===== src/rtl/prog_loader_pkg.sv =====
// Shared definitions for the instruction-memory loader: default widths,
// FSM state encoding and the load length check.
package prog_loader_pkg;

  localparam int DEF_ADDR_W = 8;
  localparam int DEF_WORD_W = 32;
  localparam int DEF_BYTE_W = 8;
  localparam int MAX_WORDS  = 256;

  typedef enum logic [1:0] {
    ST_IDLE  = 2'd0,
    ST_RECV  = 2'd1,
    ST_WRITE = 2'd2,
    ST_DONE  = 2'd3
  } state_t;

  // A length of zero or more than the memory depth cannot be loaded.
  function automatic logic len_ok(input int unsigned len);
    return (len != 0) && (len <= MAX_WORDS);
  endfunction

endpackage


===== src/rtl/prog_loader_if.sv =====
// Byte stream in and instruction-memory write port out of the loader.
// slave is the loader side, master is the stream source / memory observer.
interface prog_loader_if #(
  parameter int ADDR_W = prog_loader_pkg::DEF_ADDR_W,
  parameter int WORD_W = prog_loader_pkg::DEF_WORD_W,
  parameter int BYTE_W = prog_loader_pkg::DEF_BYTE_W
);

  logic              in_valid;
  logic [BYTE_W-1:0] in_data;
  logic              in_ready;
  logic              imem_we;
  logic [ADDR_W-1:0] imem_addr;
  logic [WORD_W-1:0] imem_wdata;

  modport slave (
    input  in_valid, in_data,
    output in_ready, imem_we, imem_addr, imem_wdata
  );

  modport master (
    output in_valid, in_data,
    input  in_ready, imem_we, imem_addr, imem_wdata
  );

endinterface


===== src/rtl/prog_loader_byte_packer.sv =====
// Packs accepted stream bytes into little-endian words; the first byte of a
// word ends up in the least significant position.
module prog_loader_byte_packer #(
  parameter int WORD_W = prog_loader_pkg::DEF_WORD_W,
  parameter int BYTE_W = prog_loader_pkg::DEF_BYTE_W
) (
  input  logic              clk,
  input  logic              rst_n,
  input  logic              clear,
  input  logic              valid,
  input  logic [BYTE_W-1:0] data,
  output logic              word_ready,
  output logic [WORD_W-1:0] word
);

  localparam int NB = WORD_W / BYTE_W;
  localparam int IW = (NB > 1) ? $clog2(NB) : 1;

  logic [IW-1:0]     idx_q;
  logic [WORD_W-1:0] sr_q;

  // Combinational so the FSM can leave RECV on the same edge that takes the last byte.
  assign word_ready = valid && (idx_q == IW'(NB - 1));
  assign word       = sr_q;

  always_ff @(posedge clk or negedge rst_n) begin
    if (!rst_n) begin
      idx_q <= '0;
      sr_q  <= '0;
    end else if (clear) begin
      idx_q <= '0;
      sr_q  <= '0;
    end else if (valid) begin
      sr_q  <= {data, sr_q[WORD_W-1:BYTE_W]};
      idx_q <= word_ready ? '0 : idx_q + 1'b1;
    end
  end

endmodule


===== src/rtl/prog_loader.sv =====
// Loads a byte stream into instruction memory from address 0, holding the
// CPU stopped until a complete load has been written.
//
//   state    | meaning
//   ---------+-----------------------------------------------------------
//   ST_IDLE  | waiting for load_req; cpu_run reflects the last load
//   ST_RECV  | accepting bytes until a full word is assembled
//   ST_WRITE | one-cycle memory write of the assembled word
//   ST_DONE  | one-cycle completion pulse, CPU released on exit
module prog_loader
  import prog_loader_pkg::*;
#(
  parameter int ADDR_W = DEF_ADDR_W,
  parameter int WORD_W = DEF_WORD_W,
  parameter int BYTE_W = DEF_BYTE_W
) (
  input  logic              clk,
  input  logic              rst_n,
  input  logic              load_req,
  input  logic [ADDR_W:0]   load_len,
  input  logic              abort,
  prog_loader_if.slave      bus,
  output logic              cpu_run,
  output logic              busy,
  output logic              done,
  output logic              err,
  output logic [WORD_W-1:0] checksum
);

  state_t            state_q, state_d;
  logic [ADDR_W:0]   len_q;
  logic [ADDR_W:0]   cnt_q;
  logic [ADDR_W:0]   cnt_next;
  logic [WORD_W-1:0] word;
  logic              word_ready;
  logic              xfer;
  logic              req_good;
  logic              pk_clear;

  assign req_good = load_req && len_ok(int'(load_len));
  assign xfer     = bus.in_valid && bus.in_ready;
  assign cnt_next = cnt_q + 1'b1;
  // The packer restarts on every idle cycle and drops a partial word on abort.
  assign pk_clear = (state_q == ST_IDLE) ||
                    (abort && (state_q == ST_RECV || state_q == ST_WRITE));

  prog_loader_byte_packer #(
    .WORD_W (WORD_W),
    .BYTE_W (BYTE_W)
  ) u_packer (
    .clk        (clk),
    .rst_n      (rst_n),
    .clear      (pk_clear),
    .valid      (xfer),
    .data       (bus.in_data),
    .word_ready (word_ready),
    .word       (word)
  );

  always_ff @(posedge clk or negedge rst_n) begin
    if (!rst_n) state_q <= ST_IDLE;
    else        state_q <= state_d;
  end

  always_comb begin
    state_d        = state_q;
    bus.in_ready   = 1'b0;
    bus.imem_we    = 1'b0;
    bus.imem_addr  = cnt_q[ADDR_W-1:0];
    bus.imem_wdata = word;
    busy           = 1'b1;
    done           = 1'b0;
    case (state_q)
      ST_IDLE: begin
        busy = 1'b0;
        if (req_good) state_d = ST_RECV;
      end
      ST_RECV: begin
        bus.in_ready = 1'b1;
        if (abort)           state_d = ST_IDLE;
        else if (word_ready) state_d = ST_WRITE;
      end
      ST_WRITE: begin
        bus.imem_we = 1'b1;
        if (abort)                 state_d = ST_IDLE;
        else if (cnt_next == len_q) state_d = ST_DONE;
        else                        state_d = ST_RECV;
      end
      ST_DONE: begin
        done    = 1'b1;
        state_d = ST_IDLE;
      end
      default: state_d = ST_IDLE;
    endcase
  end

  always_ff @(posedge clk or negedge rst_n) begin
    if (!rst_n) begin
      len_q    <= '0;
      cnt_q    <= '0;
      checksum <= '0;
      err      <= 1'b0;
      cpu_run  <= 1'b0;
    end else begin
      case (state_q)
        ST_IDLE: begin
          if (req_good) begin
            len_q    <= load_len;
            cnt_q    <= '0;
            checksum <= '0;
            err      <= 1'b0;
            cpu_run  <= 1'b0;
          end else if (load_req) begin
            err <= 1'b1;
          end
        end
        ST_RECV: begin
          if (abort) err <= 1'b1;
        end
        ST_WRITE: begin
          // An abort here still lets the word land, so it is folded into the checksum.
          checksum <= checksum ^ word;
          cnt_q    <= cnt_next;
          if (abort) err <= 1'b1;
        end
        ST_DONE: cpu_run <= 1'b1;
        default: ;
      endcase
    end
  end

endmodule

===== src/flat_wrapper.sv =====
// flat-port wrapper written by rule: the top's interface ports become plain ports
module prog_loader_flat import prog_loader_pkg::*;
#(
  parameter int ADDR_W = DEF_ADDR_W,
  parameter int WORD_W = DEF_WORD_W,
  parameter int BYTE_W = DEF_BYTE_W
)
  (clk, rst_n, load_req, load_len, abort, cpu_run, busy, done, err, checksum, bus_in_valid, bus_in_data, bus_in_ready, bus_imem_we, bus_imem_addr, bus_imem_wdata);
  prog_loader_if #(.ADDR_W(ADDR_W), .WORD_W(WORD_W), .BYTE_W(BYTE_W)) bus_i ();
  input  logic clk;
  input  logic rst_n;
  input  logic load_req;
  input  logic [ADDR_W:0] load_len;
  input  logic abort;
  output logic cpu_run;
  output logic busy;
  output logic done;
  output logic err;
  output logic [WORD_W-1:0] checksum;
  input wire logic [$bits(bus_i.in_valid)-1:0] bus_in_valid;
  input wire logic [$bits(bus_i.in_data)-1:0] bus_in_data;
  output wire logic [$bits(bus_i.in_ready)-1:0] bus_in_ready;
  output wire logic [$bits(bus_i.imem_we)-1:0] bus_imem_we;
  output wire logic [$bits(bus_i.imem_addr)-1:0] bus_imem_addr;
  output wire logic [$bits(bus_i.imem_wdata)-1:0] bus_imem_wdata;
  assign bus_i.in_valid = bus_in_valid;
  assign bus_i.in_data = bus_in_data;
  assign bus_in_ready = bus_i.in_ready;
  assign bus_imem_we = bus_i.imem_we;
  assign bus_imem_addr = bus_i.imem_addr;
  assign bus_imem_wdata = bus_i.imem_wdata;
  prog_loader #(.ADDR_W(ADDR_W), .WORD_W(WORD_W), .BYTE_W(BYTE_W)) u_core (.clk(clk), .rst_n(rst_n), .load_req(load_req), .load_len(load_len), .abort(abort), .bus(bus_i), .cpu_run(cpu_run), .busy(busy), .done(done), .err(err), .checksum(checksum));
endmodule

===== config.mk =====
export PLATFORM = sky130hd
export DESIGN_NAME = prog_loader_flat
export DESIGN_NICKNAME = d
export VERILOG_FILES = /design/src/rtl/prog_loader_pkg.sv /design/src/rtl/prog_loader_if.sv /design/src/rtl/prog_loader_byte_packer.sv /design/src/rtl/prog_loader.sv /design/src/flat_wrapper.sv
export SDC_FILE = /design/constraint.sdc
export NUM_CORES = 1
export LEC_CHECK = 0
export BUFFER_PORTS_ARGS = -buffer_cell sky130_fd_sc_hd__buf_2
export CORE_ASPECT_RATIO = 0.6
export CORE_MARGIN = 1
export CORE_UTILIZATION = 40
export DETAILED_ROUTE_END_ITERATION = 7
export PLACE_DENSITY = 0.66
export SYNTH_ARGS = -nofsm -noshare
export SYNTH_HDL_FRONTEND = slang
export SYNTH_SLANG_ARGS = --single-unit

===== constraint.sdc =====
create_clock -name clk -period 1.5 [get_ports clk]
set_input_delay 0.075 -clock clk [delete_from_list [all_inputs] [get_ports clk]]
set_output_delay 0.075 -clock clk [all_outputs]
set_load 0.01 [all_outputs]

==> results of run 1 <==
==> per-stage QoR <==
stage	util [%]	TNS [ps]	cells	setup slack, ps
floorplan	-	-12930	463	-296.3
global placement	52.08	-21580	717	-441.9
detailed placement	52.08	-24230	717	-474.2
CTS	58.96	-5075	754	-166.9
global route	66.09	-11240	769	-296.7
finish	66.09	-9918	769	-268.0
==> flip-flops by register name, summed over array words and instances, names as in the netlist <==
name                   count
u_core.u_packer.word      32
u_core.u_packer.idx_q      2
u_core.len_q               9
u_core.cpu_run             1
u_core.checksum           32
u_core.cnt_q               9
u_core.err                 1
u_core.state_q             2
==> synthesized netlist by cell type (all sizes together) <==
master	number	share of area, %
buf	17	3.4
o31ai	5	0.87
a211oi	2	0.35
nor3b	1	0.17
a311oi	1	0.20
xor2	6	1.2
o221ai	1	0.20
xnor2	4	0.82
nor2	7	0.61
or3	1	0.26
nand4	2	0.64
nor2b	36	5.4
mux2	9	2.4
o22ai	1	0.15
or4	2	0.44
a21o	1	0.17
mux2i	1	0.23
o21ai	74	8.7
and4	1	0.20
a22o	1	0.20
o2111ai	1	0.20
and2	1	0.15
or2	1	0.15
nor3	1	0.12
a41oi	1	0.38
clkbuf	16	1.4
inv	7	0.61
o32a	1	0.23
nand2b	1	0.15
nand2	107	9.4
a31oi	3	0.79
nand3	8	0.93
o21bai	1	0.17
a21oi	44	5.1
ha	7	2.0
and3	2	0.29
dfrtp	88	51
==> layout make-up <==
| type | count | area share, % |
|---|---|---|
| multi-input cells | 335 | 36.85 |
| flip-flops and latches | 88 | 32.93 |
| repair buffers | 189 | 23.07 |
| clock buffers | 12 | 3.534 |
| well taps | 135 | 2.524 |
| clock inverters | 3 | 0.6545 |
| inverters | 7 | 0.4301 |
==> what timing repair did <==
action | CTS | global route
hold buffers | 14 | 0
buffers inserted | 5 | 9
endpoints found under the setup margin | 89 | 88
pin swaps | 13 | 35
resized for setup | 53 | 131
cloned | 3 | 8
hold endpoints to repair | 40 | 0
==> worst max-delay path, delay by kind of cell <==
family | cells | cell delay [ps]
buf+inv | 4 | 540
compound gates | 2 | 330
simple gates | 3 | 1040
==> power by group through the flow <==
stage / clock network [mW] / registers, mW / logic (mW)
finish: 2.19 / 3.40 / 5.73
global route: 2.31 / 3.46 / 6.10
CTS: 2.21 / 3.29 / 4.46
detailed placement: 0 / 3.31 / 3.90
global placement: 0 / 3.28 / 3.81
floorplan: 0 / 3.33 / 2.25
==> layer usage <==
metal,share of wire [%],up-vias
met3,7.2,17
met1,46,2089
met2,46,152
met5,0,-
li1,-,1917
met4,0.91,0
==> placed cells by master (no fill, tap or decap), types with 4 or more instances in the layout <==
master / synthesis / layout
o21ai_1: 59 / 45
mux2_2: 9 / 8
nand2_2: 0 / 19
clkbuf_16: 0 / 14
o31ai_1: 5 / 4
nor2b_1: 35 / 33
buf_12: 0 / 9
buf_6: 6 / 22
nand2_4: 0 / 20
nand2_1: 107 / 68
dfrtp_1: 88 / 87
dlygate4sd3_1: 0 / 14
buf_2: 2 / 96
nand3_4: 0 / 5
o21ai_2: 1 / 29
xor2_1: 6 / 5
a21oi_2: 0 / 24
a21oi_1: 44 / 20
inv_1: 7 / 4
nor2_1: 7 / 6
buf_4: 9 / 40
==> kinds of logic (layout without fill, tap and decap cells) <==
| kind of cell | after synthesis | in the layout |
|---|---|---|
| xor+xnor | 10 | 10 |
| simple gates | 171 | 171 |
| fa+ha+maj | 7 | 7 |
| compound gates | 137 | 137 |
| mux | 10 | 10 |
| buf+inv | 40 | 211 |
| flops | 88 | 88 |
==> path summary, 6_finish.rpt <==
| path | from | end | cells past startpoint |
|---|---|---|---|
| min in group asynchronous | rst_n | u_core.len_q[4] | 2 |
| hold reg to reg | u_core.checksum[9] | u_core.checksum[9] | 1 |
| hold / removal | load_len[8] | u_core.len_q[8] | 2 |
| max in group asynchronous | rst_n | u_core.checksum[9] | 3 |
| setup / recovery | load_len[4] | u_core.cnt_q[1] | 9 |
| setup reg to reg | u_core.state_q[1] | u_core.checksum[29] | 9 |
==> reports/results.tsv, run 1 <==
stage	metric	value	unit
sta	slew_viol_final	0	
layout	multi_input_area	2466	um2
grt	grt_pass1_wl	19730	um
synthesis	synth_simple_gate_area_share	18.88	%
grt	grt_pass1_vias	3814	
synthesis	yosysSeqAreaShare	51.28	%
floorplan	dieArea	11170	um2
detailed_routing	post_drt_wl_per_cell	18.65	um
grt	grt-ovfl-total	0	
sta	rsz0062_at_grt	yes	
clocking	clkSlewWorstSetupHoldPaths	60	ps
power	leakage	3.362	nW
floorplan	die_w	135.8	um
floorplan	rows	28	
grt	grt_busiest_layer	met2	
job	drv_cap	0	
sta	fmax	0.5656	GHz
detailed_routing	drc_errors	0	
placement	dp_hpwl	8575	um
synthesis	ys_ff_latch	88	
critical_path	r2r_slack	-260	ps
layout	finalInstanceArea	6691	um2
layout	antennaDiodeCount	0	
power	p_clk_share	19.3	%
power	power_density	1691	nW/um2
sta	final.period_utilization	117.9	%
layout	final_nets	659	
detailed_routing	vias	4175	
power	p_comb_share	50.7	%
placement	dpl_cell_area	5273	um2
floorplan	design.core.area	10120	um2
detailed_routing	drtAntennaViolNets	0	
critical_path	crit_path_max_incr_delay	540	ps
grt	grt_start_max_net_pins	36	
clocking	clock_latency	340	ps
sta	setup_viol	55	
sta	worst_slew_pin_slew	432.9	ps
layout	drive_above_1_share	51.10	%
grt	met3_usage	5.861	%
synthesis	synth_top_family_by_area	simple AND/OR/NAND/NOR gates	
detailed_routing	first_iter_violations	288	
sta	hold_ws	31.34	ps
sta	hold_viol_final	0	
layout	regArea	2203	um2
critical_path	cp-start-kind	input pin	
synthesis	synthCells	463	
synthesis	synthMuxAreaShare	2.593	%
floorplan	die_h	82.26	um
power	fin_total_pwr	11.31	mW
grt	antenna_found_initial	0	
clocking	cts_tree	built	
critical_path	cp-end-kind	flop	
detailed_routing	firstDrtPassIters	5	
power	p_sw	4.479	mW
floorplan	start_util	42.41	%
floorplan	ios	100	
layout	fillers	753	
synthesis	syn-num-nets	492	
grt	grt_use_total	23.56	%
status	status	finished with violations	
placement	routabilityCongestion	0.8583	
synthesis	syn_area_per_cell	9.275	um2
critical_path	cp_max_fo	8	
layout	syn_to_final_growth	55.83	%
synthesis	syn-cell-area	4294	um2
detailed_routing	via_per_inst	5.429	
sta	maxSlewHeadroom	71.14	%
clocking	cts-root-buf	clkbuf_16	
critical_path	arrival	1990	ps
critical_path	path_class	input pin to flop	
status	violations	negative setup slack	
sta	fin_ws	-268.0	ps
critical_path	critPathRequiredTime	1730	ps
grt	grtUsageMet1	32.53	%
sta	final.setup_skew	8.703	ps
synthesis	synth_cell_types	45	
clocking	h-tree-depth	3	
power	p_int	6.835	mW
detailed_routing	wl	14340	um
power	p_sw_share	39.59	%
critical_path	cpMaxStageDelayCell	or4_4	
worst_hold_path	hold_class	input pin to flop	
sta	period_needed	1768	ps
synthesis	yosys_warnings	0	
synthesis	synth_compound_area_share	17.77	%
power	seq_power_share	30.0	%
clocking	cts.sink_count	88	
critical_path	cp_cell_sequence	buf_6, or4_4, or3_4, buf_6, a31oi_4, nor2b_4, buf_12, buf_12, a22o_1	
clocking	cts_buffers	9	
grt	use_met2	36.99	%
clocking	cts_buffer_depth	2	
synthesis	synth-xor-area-share	2.040	%
synthesis	synth_fa_ha_area_share	2.040	%
power	ir_drop	1128	uV
placement	portBuffers	99	
Power figures use the tool's default switching activity.
==> inputs of run 2 (changes only) <==
--- a/config.mk
+++ b/config.mk
@@ -11,6 +11,7 @@
 export CORE_UTILIZATION = 40
 export DETAILED_ROUTE_END_ITERATION = 7
 export PLACE_DENSITY = 0.66
+export REMOVE_ABC_BUFFERS = 1
 export SYNTH_ARGS = -nofsm -noshare
 export SYNTH_HDL_FRONTEND = slang
 export SYNTH_SLANG_ARGS = --single-unit
==> run 2 against run 1 <==
  * Critical path type is now flop to flop
  * The flow still finishes with violations (negative setup slack)
  * Worst hold slack lost 17 ps
  * Total power shrank 2.4%
  * Critical endpoint is now u_core.state_q[1]
  * Combinational power shrank 2%
  * Clock-buffer cell count shrank 2
  * Utilization shrank 1.6 points
  * Routed wire length shrank 8.7%
  * Non-clock buffer count shrank 10
  * First-iteration DRC count shrank 32%
==> reports/results.tsv, run 2 (synthesized netlist as in run 1, its figures left out) <==
stage	metric	value	unit	change
power	ir_drop	987.5	uV	-12%
sta	worst_slew_pin_slew	440.4	ps	+7.480 ps
floorplan	dieArea	11170	um2	unchanged
power	power_density	1692	nW/um2	about the same
grt	grt_use_total	22.46	%	-1.1 points
grt	grt_pass1_vias	3701		-3.0%
critical_path	critPathRequiredTime	1750	ps	+20 ps
detailed_routing	vias	3987		-4.5%
status	violations	negative setup slack		
layout	drive_above_1_share	47.52	%	-3.6 points
critical_path	cp-end-kind	flop		
layout	antennaDiodeCount	0		unchanged
grt	grt_pass1_wl	19000	um	-3.7%
status	status	finished with violations		
worst_hold_path	hold_class	input pin to flop		
critical_path	arrival	1960	ps	-30 ps
layout	fillers	821		+9.0%
grt	grt-ovfl-total	0		unchanged
floorplan	rows	28		unchanged
sta	period_needed	1710	ps	-58.41 ps
grt	grt_start_max_net_pins	40		+11%
clocking	cts_tree	built		
detailed_routing	via_per_inst	5.246		-3.4%
layout	multi_input_area	2375	um2	-3.7%
detailed_routing	first_iter_violations	197		-32%
sta	final.setup_skew	7.419	ps	-1.284 ps
layout	final_cell_mix	92 x buf_2, 88 x dfrtp_1, 81 x nand2_1, 46 x o21ai_1, 37 x buf_4		
floorplan	design.core.area	10120	um2	unchanged
sta	maxSlewHeadroom	70.64	%	-0.50 points
detailed_routing	drtAntennaViolNets	0		unchanged
sta	slew_viol_final	0		unchanged
clocking	cts-root-buf	clkbuf_16		
power	leakage	3.127	nW	-7.0%
clocking	clkSlewWorstSetupHoldPaths	60	ps	about the same
clocking	cts_buffers	9		unchanged
layout	final_common_cell	buf_2		
floorplan	die_h	82.26	um	unchanged
placement	routabilityCongestion	0.8317		-3.1%
clocking	cts_buffer_depth	2		unchanged
clocking	cts.sink_count	88		unchanged
sta	fmax	0.5849	GHz	+3.4%
layout	final_nets	649		-1.5%
sta	fin_ws	-209.6	ps	+58.41 ps
critical_path	path_class	flop to flop		
sta	final.period_utilization	114.0	%	-3.9 points
sta	rsz0062_at_grt	yes		
grt	antenna_found_initial	0		unchanged
critical_path	cp_max_fo	3		-5
power	fin_total_pwr	11.04	mW	-2.4%
sta	hold_viol_final	0		unchanged
floorplan	start_util	42.41	%	unchanged
detailed_routing	firstDrtPassIters	4		-1
layout	final_core_util	64.46	%	-1.6 points
critical_path	cp-start-kind	flop		
clocking	h-tree-depth	3		unchanged
clocking	clock_latency	340	ps	about the same
layout	regArea	2202	um2	about the same
job	drv_cap	0		unchanged
placement	portBuffers	99		unchanged
sta	setup_viol	53		-3.6%
detailed_routing	post_drt_wl_per_cell	17.23	um	-7.6%
detailed_routing	drc_errors	0		unchanged
detailed_routing	wl	13100	um	-8.7%
floorplan	die_w	135.8	um	unchanged
layout	syn_to_final_growth	51.98	%	
placement	dp_hpwl	8165	um	-4.8%
floorplan	ios	100		unchanged
## run 2: cell count changes in the layout (fill, tap and decap cells not counted), sizes merged
cell,change
buf,-12
clkbuf,-3
clkinv,+3
dlygate4sd3,+2
bufbuf,+1
bufinv,-1
inv,+1
## run 2: what timing repair did
item                                   4_1_cts  5_1_grt
hold buffers                                16        0
setup endpoints to repair                   90       88
setup buffers                                7        7
resized for setup                           59      102
pin swaps                                   15       18
cloned                                       3        4
endpoints found under the hold margin       43        0
## run 2: layer usage
| layer | GRT usage (%) | vias to the layer above | part of all wire (%) |
|---|---|---|---|
| met5 | 0 | - | 0 |
| met4 | 5.618 | 0 | 1.2 |
| met3 | 6.227 | 16 | 6.8 |
| met2 | 34.18 | 119 | 44 |
| met1 | 31.57 | 1966 | 48 |
| li1 | - | 1886 | - |
## run 2: path summary, 6_finish.rpt
kind / from / endpoint / slack [ps] / cells past startpoint
setup / recovery: u_core.cnt_q[1] / u_core.state_q[1] / -210 / 7
hold reg to reg: u_core.checksum[9] / u_core.checksum[9] / 470 / 1
hold / removal: load_len[7] / u_core.len_q[7] / 10 / 2
max in group asynchronous: rst_n / u_core.checksum[29] / 720 / 3
setup reg to reg: u_core.cnt_q[1] / u_core.state_q[1] / -210 / 7
min in group asynchronous: rst_n / u_core.cpu_run / 230 / 2
## run 2: power by group
group	leakage (nW)	switching, mW	total [mW]	internal [mW]
combinational	1.79	2.92	5.59	2.67
sequential	1.19	0.505	3.33	2.82
clock	0.144	0.951	2.13	1.18
total	3.13	4.38	11.0	6.67
## run 2: layout make-up
cell class / instances / share of cell area, %
flip-flops and latches: 88 / 33.74
clock inverters: 6 / 0.6710
well taps: 135 / 2.588
repair buffers: 179 / 22.51
inverters: 7 / 0.4410
clock buffers: 10 / 3.662
multi-input cells: 335 / 36.39
## run 2: stage by stage
| stage | hold WS, ps | instances | setup WS [ps] | instance area, um2 | setup TNS (ps) |
|---|---|---|---|---|---|
| after global routing | 11.93 | 760 | -234.8 | 6526 | -9099 |
| after CTS | 5.937 | 751 | -144.0 | 5967 | -2936 |
| after floorplan | -220.6 | 430 | -1226 | 4089 | -53130 |
| final | 14.72 | 760 | -209.6 | 6526 | -6126 |
| after detailed placement | 51.24 | 709 | -526.4 | 5196 | -25420 |
| after global placement | 53.79 | 709 | -477.6 | 5196 | -23290 |
## run 2: critical path: stages, from the launching register on
cell and delay, ps:
dfrtp_1 410, ha_4 160, and3_4 230, nand3_2 110
xnor2_2 160, a21oi_1 160, o2111ai_1 160, a31oi_1 220
==> inputs of run 3 (changes only) <==
--- a/config.mk
+++ b/config.mk
@@ -10,7 +10,7 @@
 export CORE_MARGIN = 1
 export CORE_UTILIZATION = 40
 export DETAILED_ROUTE_END_ITERATION = 7
-export PLACE_DENSITY = 0.66
+export PLACE_DENSITY = 0.63
 export REMOVE_ABC_BUFFERS = 1
 export SYNTH_ARGS = -nofsm -noshare
 export SYNTH_HDL_FRONTEND = slang
==> constraint.sdc (replaced) <==
create_clock -name clk -period 2.2 [get_ports clk]
set_input_delay 0.11 -clock clk [delete_from_list [all_inputs] [get_ports clk]]
set_output_delay 0.11 -clock clk [all_outputs]
set_load 0.01 [all_outputs]
==> run 3 against run 2 <==
  * The flow now finishes without violations
  * Final cell count shrank 8.6%
  * Final area shrank 20%
  * Sequential power shrank 32%
  * Total power shrank 45%
  * Fmax shrank 12%
  * Combinational power shrank 60%
  * Global-route usage shrank 1.9 points
  * Sequential share of layout area grew 8.3 points
  * Largest cell class is now registers
  * Highest routed layer unchanged
==> reports/results.tsv, run 3 (synthesized netlist as in run 1, its figures left out) <==
stage	metric	value	unit	change
worst_hold_path	hold_class	input pin to flop		
placement	dp.cells	676		-4.7%
clocking	cts-root-buf	clkbuf_16		
sta	hold_viol_final	0		unchanged
grt	grt_start_max_net_pins	47		+18%
grt	grt_pass1_vias	3192		-14%
detailed_routing	post_drt_wl_per_cell	15.63	um	-9.3%
floorplan	dieArea	11170	um2	unchanged
clocking	cts_buffer_depth	2		unchanged
detailed_routing	first_iter_violations	309		+57%
layout	final_core_util	51.78	%	-13 points
floorplan	ios	100		unchanged
sta	maxSlewHeadroom	58.89	%	-12 points
clocking	ctsResizeCount	0		-100%
floorplan	rows	28		unchanged
detailed_routing	wl	10860	um	-17%
floorplan	die_h	82.26	um	unchanged
power	leakage	2.551	nW	-18%
grt	antenna_found_initial	0		unchanged
job	drv_cap	0		unchanged
power	power_density	1159	nW/um2	-32%
critical_path	cp-start-kind	flop		
clocking	clkSlewWorstSetupHoldPaths	60	ps	about the same
power	fin_total_pwr	6.075	mW	-45%
critical_path	cpMaxStageDelayCell	dfrtp_1		
critical_path	crit_path_max_incr_delay	470	ps	+60 ps
sta	fin_ws	246.5	ps	+456.1 ps
layout	syn_to_final_growth	22.09	%	
floorplan	start_util	42.41	%	unchanged
layout	antennaDiodeCount	0		unchanged
floorplan	design.core.area	10120	um2	unchanged
critical_path	path_class	flop to flop		
layout	drive_above_1_share	25.18	%	-22 points
sta	final.period_utilization	88.80	%	-25 points
sta	fmax	0.5119	GHz	-12%
layout	fin_cells	695		-8.6%
sta	period_needed	1954	ps	+243.9 ps
sta	final.setup_skew	4.584	ps	-2.835 ps
detailed_routing	firstDrtPassIters	5		+1
sta	rsz0062_at_grt	no		
placement	portBuffers	99		unchanged
clocking	h-tree-depth	3		unchanged
clocking	clock_latency	330	ps	about the same
placement	pre_cts_slack	122.4	ps	+648.8 ps
clocking	cts.sink_count	88		unchanged
grt	grt-ovfl-total	0		unchanged
placement	routabilityCongestion	0.8060		-3.1%
placement	dp_hpwl	7528	um	-7.8%
critical_path	cp_max_fo	7		+4
sta	slew_viol_final	0		unchanged
sta	worst_slew_pin_slew	616.7	ps	+176.3 ps
floorplan	die_w	135.8	um	unchanged
critical_path	critPathRequiredTime	2460	ps	+710 ps
layout	fillers	938		+14%
sta	tns	0	ps	+6126 ps
critical_path	cp_cell_sequence	ha_1, and3_1, nand3_1, xnor2_1, a21oi_1, o2111ai_1, a31oi_1		
grt	grt_pass1_wl	17380	um	-8.5%
sta	setup_viol	0		-100%
detailed_routing	drc_errors	0		unchanged
grt	grt_use_total	20.56	%	-1.9 points
clocking	cts_tree	built		
status	status	finished, final reports clean		
layout	final_common_cell	nand2_1		
detailed_routing	via_per_inst	5.214		-0.60%
power	ir_drop	514.5	uV	-48%
layout	final_cell_mix	107 x nand2_1, 98 x buf_2, 88 x dfrtp_1, 59 x o21ai_1, 44 x a21oi_1		
critical_path	arrival	2210	ps	+250 ps
clocking	cts_buffers	9		unchanged
detailed_routing	drtAntennaViolNets	0		unchanged
critical_path	cp-end-kind	flop		
detailed_routing	vias	3624		-9.1%
layout	final_nets	585		-9.9%
## run 3: cell count changes in the layout (fill, tap and decap cells not counted), sizes merged
cell | previous run | this run
buf | 158 | 111
dlygate4sd3 | 16 | 4
clkinv | 5 | 0
bufinv | 0 | 2
clkbuf | 14 | 12
bufbuf | 1 | 0
clkinvlp | 0 | 1
inv | 8 | 7
## run 3: per-stage QoR
| stage | hold WS (ps) | area (um2) |
|---|---|---|
| 3_5_place_dp | 170.1 | 4898 |
| 3_3_place_gp | 163.2 | 4898 |
| 6_report | 17.00 | 5243 |
| 4_1_cts | 7.023 | 5243 |
| 2_1_floorplan | -185.6 | 4089 |
| 5_1_grt | 9.191 | 5243 |
## run 3: layer usage
| metal | part of all wire, % | track usage, % |
|---|---|---|
| met5 | 0 | 0 |
| met4 | 0.74 | 4.831 |
| met3 | 6.5 | 6.288 |
| met2 | 41 | 28.32 |
| met1 | 52 | 30.91 |
## run 3: final timing paths
kind | start | end | slack [ps] | depth (start not counted)
max | u_core.cnt_q[0] | u_core.state_q[1] | 250 | 7
min in group asynchronous | rst_n | u_core.cnt_q[7] | 330 | 2
max in group asynchronous | rst_n | u_core.checksum[21] | 1220 | 3
max reg2reg | u_core.cnt_q[0] | u_core.state_q[1] | 250 | 7
min reg2reg | u_core.checksum[0] | u_core.checksum[0] | 460 | 1
min | bus_in_data[3] | u_core.u_packer.word[27] | 20 | 3
## run 3: what timing repair did
| item | in CTS | in global routing |
|---|---|---|
| endpoints found under the hold margin | 48 | 0 |
| buffers inserted | 0 | 0 |
| hold buffers | 4 | 0 |
## run 3: worst max-delay path, delay by kind of cell (launching register included)
kind,cells,cell delay (ps)
DFF,1,470
AOI/OAI and AO/OA,3,440
and+or+nand+nor,2,440
adders and majority gates,1,330
xor gates and xnor gates,1,180
## run 3: final cells by class
cell class | instances | area (um2) | share of cell area [%]
sequential | 88 | 2202 | 42.00
multi-input combinational | 335 | 1863 | 35.54
timing repair buffer | 115 | 678.2 | 12.94
clock buffer | 12 | 236.5 | 4.511
tap | 135 | 168.9 | 3.222
clock inverter | 3 | 67.56 | 1.289
inverter | 7 | 26.28 | 0.5012
## run 3: power by group
part	total [mW]	internal, mW	switching (mW)
clock network	1.59	0.990	0.602
registers	2.25	1.92	0.322
logic	2.24	0.897	1.34
total	6.08	3.81	2.26
